$ cat config.mk
export PLATFORM = sky130hd
export DESIGN_NAME = hex_block
export DESIGN_NICKNAME = d
export VERILOG_FILES = /design/src/rtl/hex_block.sv
export SDC_FILE = /design/constraint.sdc
export NUM_CORES = 1
export LEC_CHECK = 0
export BUFFER_PORTS_ARGS = -buffer_cell sky130_fd_sc_hd__buf_2
export CORE_MARGIN = 2
export CORE_UTILIZATION = 57
export DETAILED_ROUTE_END_ITERATION = 6
export MAX_ROUTING_LAYER = met4
export PLACE_DENSITY = 0.81
export SLEW_MARGIN = 20
export SYNTH_ARGS = -nofsm -noshare
export SYNTH_HDL_FRONTEND = slang
export SYNTH_SLANG_ARGS = --single-unit
$ cat constraint.sdc
create_clock -name i_clk -period 2.3 [get_ports i_clk]
set_input_delay 0 -clock i_clk [delete_from_list [all_inputs] [get_ports i_clk]]
set_output_delay 0 -clock i_clk [all_outputs]
set_load 0.01 [all_outputs]
$ cat src/rtl/hex_block.sv
// Eight-digit hex 7-segment driver: captures a 32-bit word on i_hex_en and shows one digit per nibble.
// Optional macro HEX_LEADING_ZERO_BLANK_EN blanks leading zero digits, with digit 0 always shown.
module hex_block #(
  parameter int SIZE_HEX   = 7,
  parameter int SIZE_DATA  = 32,
  parameter int TYPE_ANODE = 1
) (
  input  logic                 i_clk,
  input  logic                 i_rst,
  input  logic                 i_hex_en,
  input  logic [SIZE_DATA-1:0] i_hex_data,
  output logic [SIZE_HEX-1:0]  o_hex_0,
  output logic [SIZE_HEX-1:0]  o_hex_1,
  output logic [SIZE_HEX-1:0]  o_hex_2,
  output logic [SIZE_HEX-1:0]  o_hex_3,
  output logic [SIZE_HEX-1:0]  o_hex_4,
  output logic [SIZE_HEX-1:0]  o_hex_5,
  output logic [SIZE_HEX-1:0]  o_hex_6,
  output logic [SIZE_HEX-1:0]  o_hex_7
);

  if (SIZE_HEX != 7 || SIZE_DATA != 32) begin : g_bad_params
    $error("hex_block: SIZE_HEX must be 7 and SIZE_DATA must be 32");
  end

  localparam logic [SIZE_HEX-1:0] BLANK = (TYPE_ANODE != 0) ? '1 : '0;

  // Segment code for one nibble. Codes are stored in cathode polarity and inverted for anode boards.
  function automatic logic [SIZE_HEX-1:0] enc(input logic [3:0] n);
    logic [SIZE_HEX-1:0] c;
    case (n)
      4'h0:    c = 7'h3F;
      4'h1:    c = 7'h06;
      4'h2:    c = 7'h5B;
      4'h3:    c = 7'h4F;
      4'h4:    c = 7'h66;
      4'h5:    c = 7'h6D;
      4'h6:    c = 7'h7D;
      4'h7:    c = 7'h07;
      4'h8:    c = 7'h7F;
      4'h9:    c = 7'h6F;
      4'hA:    c = 7'h77;
      4'hB:    c = 7'h7C;
      4'hC:    c = 7'h39;
      4'hD:    c = 7'h5E;
      4'hE:    c = 7'h79;
      4'hF:    c = 7'h71;
      default: c = '0;
    endcase
    return (TYPE_ANODE != 0) ? ~c : c;
  endfunction

  logic [SIZE_DATA-1:0]          data_d, data_q;
  logic [7:0][SIZE_HEX-1:0]      hex_d, hex_q;
`ifdef HEX_LEADING_ZERO_BLANK_EN
  logic                          zero_run;
`endif

  always_comb begin
    data_d = i_hex_en ? i_hex_data : data_q;
  end

  always_comb begin
    hex_d = '0;
    for (int unsigned k = 0; k < 8; k++) begin
      hex_d[k] = enc(data_q[4*k +: 4]);
    end
`ifdef HEX_LEADING_ZERO_BLANK_EN
    // Walk down from the top digit; blanking stops at the first non-zero nibble and never reaches digit 0.
    zero_run = 1'b1;
    for (int unsigned k = 7; k >= 1; k--) begin
      zero_run = zero_run && (data_q[4*k +: 4] == 4'h0);
      if (zero_run) begin
        hex_d[k] = BLANK;
      end
    end
`endif
  end

  always_ff @(posedge i_clk) begin
    if (i_rst) begin
      data_q <= '0;
      hex_q  <= {8{BLANK}};
    end else begin
      data_q <= data_d;
      hex_q  <= hex_d;
    end
  end

  assign o_hex_0 = hex_q[0];
  assign o_hex_1 = hex_q[1];
  assign o_hex_2 = hex_q[2];
  assign o_hex_3 = hex_q[3];
  assign o_hex_4 = hex_q[4];
  assign o_hex_5 = hex_q[5];
  assign o_hex_6 = hex_q[6];
  assign o_hex_7 = hex_q[7];

endmodule

==> results.yml <==
status:
  status: "finished, final reports clean"
pwr:
  switching_power_mw: 1.51
  peakVddDrop_uv: 592
  p_leak_nw: 3.50
  pwr-share-clk_pct: 42.4
  seq_power_share_pct: 44.9
  comb_power_share_pct: 12.7
  switching_share_pct: 24.4
  p_int_mw: 4.67
  p_per_area_nw_per_um2: 810
global_routing:
  antenna_found_initial: 0
  first_global_vias: 4806
  grt_pass1_wl_mm: 22.3
  grt_max_degree: 75
  grt.overflow.total: 0
  globalRouteTotalUtil_pct: 22.8
placed_design:
  dp_worst_setup_slack_ps: 412
  gp_congestion: 0.898
  place_area_um2: 6920
  io_buffers: 90
  place_inst: 865
  dp_hpwl_mm: 9.21
layout:
  drive_gt1_share_pct: 21.2
  instances_no_fill: 910
  fin_nets: 848
  syn_to_final_growth_pct: 17.5
  diodes: 0
  fin_area_um2: 7630
floorplanning:
  row_count: 38
  die_h_um: 111
  die_area_um2: 12300
  start_util_pct: 59.1
  io_pins: 91
  core-area_um2: 11000
  die_w_um: 111
logic_synthesis:
  ys_ff_latch: 144
  syn_nets: 759
  yosys_warnings: 0
  ys_seq_area_share_pct: 44.4
  yosysUniqueCellTypes: 49
  synth.avg_cell_area_um2: 9.72
  synthCells: 668
  synth-edff-count: 0
  syn_area_um2: 6490
  ys_async_sr_fraction_pct: 0
  ys.flop_type: "dfxtp_1"
drt:
  drt_iter0_markers: 294
  antenna_left: 0
  post_drt_wl_per_cell_um: 14.6
  vias_per_cell: 5.40
  drcViolationCount: 0
  firstDrtPassIters: 7
  wl_mm: 13.3
  vias: 4910
timing:
  fin_setup_tns_ps: 0
  setup_violations: 0
  relSlewSlack_pct: 54.1
  slew_violations: 0
  rsz0062_at_grt: "no"
  min_period_over_period_pct: 77.9
  hold_viol: 0
  fmax_mhz: 558
  timing.hold.ws_ps: 44.7
  worst_clock_skew_ps: 5.12
  timing.final.ws_setup_ps: 508
  min_period_ps: 1790
  tightestPinTransition_ps: 689
setup_path:
  crit_required_ps: 2660
  worst_setup_path_start_kind: "register"
  worstPathMaxFanout: 5
  crit_arrival_ps: 2150
  crit_type: "register to register"
  endpoint_kind: "register"
clock_network:
  postCtsSetupBuffers: 0
  clock_latency_ps: 420
  clock_sinks: 144
  cts-root-buf: "clkbuf_16"
  cts_buffers: 17
  h-tree-depth: 4
  cts_hold_buf: 13
  cts_tree: "built"
  clkTransAtPathRegs_ps: 60
  ctsResizeCount: 0
  clockBufferDepth: 2
flow_run:
  cap_violations: 0
worst_hold_path:
  min_path_type: "input port to register"
## power by group through the flow
stage | registers, mW | logic [mW] | clock network (mW)
2_1_floorplan | 2.86 | 0.499 | 0
3_3_place_gp | 2.82 | 0.744 | 0
3_5_place_dp | 2.83 | 0.755 | 0
4_1_cts | 2.78 | 0.783 | 2.66
5_1_grt | 2.79 | 0.871 | 2.78
6_report | 2.77 | 0.785 | 2.62
## layout make-up
class                           count  area [um^2]
Clock inverter                      9         81.3
Sequential cell                   144         2880
Fill cell                         846         3350
Tap cell                          140          175
Clock buffer                       23          498
Inverter                           53          211
Timing Repair Buffer              112          663
Multi-Input combinational cell    429         3120
## cell usage in the layout, fill, tap and decap left out, types with 13 or more instances in the layout
cell           instances
a32oi_1               28
dlygate4sd3_1         13
ha_1                  56
dfxtp_1              144
nor3_1                18
nand2b_1              64
buf_2                 89
inv_1                 39
or2_1                 16
a21oi_1               35
nand2_1               40
clkbuf_16             17
mux2i_1               24
nor2_1                33
## path summary, 6_finish.rpt
check / from / endpoint / slack [ps] / depth (start not counted)
max: data_q[25] / register / 510 / 6
min: i_hex_data[14] / register / 40 / 3
max reg2reg: data_q[25] / register / 510 / 6
min reg2reg: register / o_hex_5[5] / 370 / 1
## cells in the mapped netlist, types with 3 or more instances
cell type  number  area [um^2]
dfxtp_1       144         2880
mux2i_1        24          240
inv_2           9         33.8
nor2b_1        12         75.1
a22o_1          6         52.6
buf_6          10          113
and3_1          6         37.5
a22oi_1         3         22.5
a32o_1          7         70.1
clkbuf_1       10         37.5
a21oi_1        35          175
a31oi_1         6         37.5
nor2_1         33          124
o21ai_0         9         45.0
or3_1           8         50.1
nand2b_1       64          400
a221oi_2        6         90.1
nor3_1         18         90.1
inv_4           5         31.3
nand3b_1        3         22.5
a211o_1         7         61.3
a21o_1          6         45.0
or2_1          16          100
o21ai_1         9         45.0
nand2_1        40          150
inv_1          39          146
a21oi_2         6         52.6
buf_2          19         95.1
ha_1           56          701
a32oi_1        28          245
## layer usage
layer / part of all wire [%] / vias to the layer above / track usage, %
met2: 48 / 137 / 37.1
met1: 46 / 2288 / 27.7
met5: 0 / - / -
li1: - / 2465 / -
met4: 1.4 / 0 / 8.50
met3: 4.2 / 20 / 5.19
## critical path: stages (launching register included)
cell      delay, ps
dfxtp_1         320
mux2i_1          80
nor2_1          310
inv_1           180
ha_1            300
a211oi_1        330
o22a_1          210
## metrics by stage
stage	utilization [%]	total power, mW
floorplan	-	3.36
finish	69.5	6.18
detailed placement	63.0	3.58
global route	69.5	6.44
global placement	63.0	3.57
CTS	69.5	6.22
## logic make-up (layout without fill, tap and decap cells)
| kind of cell | after synthesis | after routing | share of synthesized area [%] |
|---|---|---|---|
| multiplexers | 25 | 25 | 3.93 |
| AND/OR/NAND/NOR | 209 | 209 | 17.2 |
| flip-flops | 144 | 144 | 44.4 |
| AO/OA/AOI/OAI | 139 | 139 | 16.1 |
| buffers and inverters | 95 | 197 | 7.57 |
| adder cells (fa/ha/maj) | 56 | 56 | 10.8 |
Power figures use the tool's default switching activity.
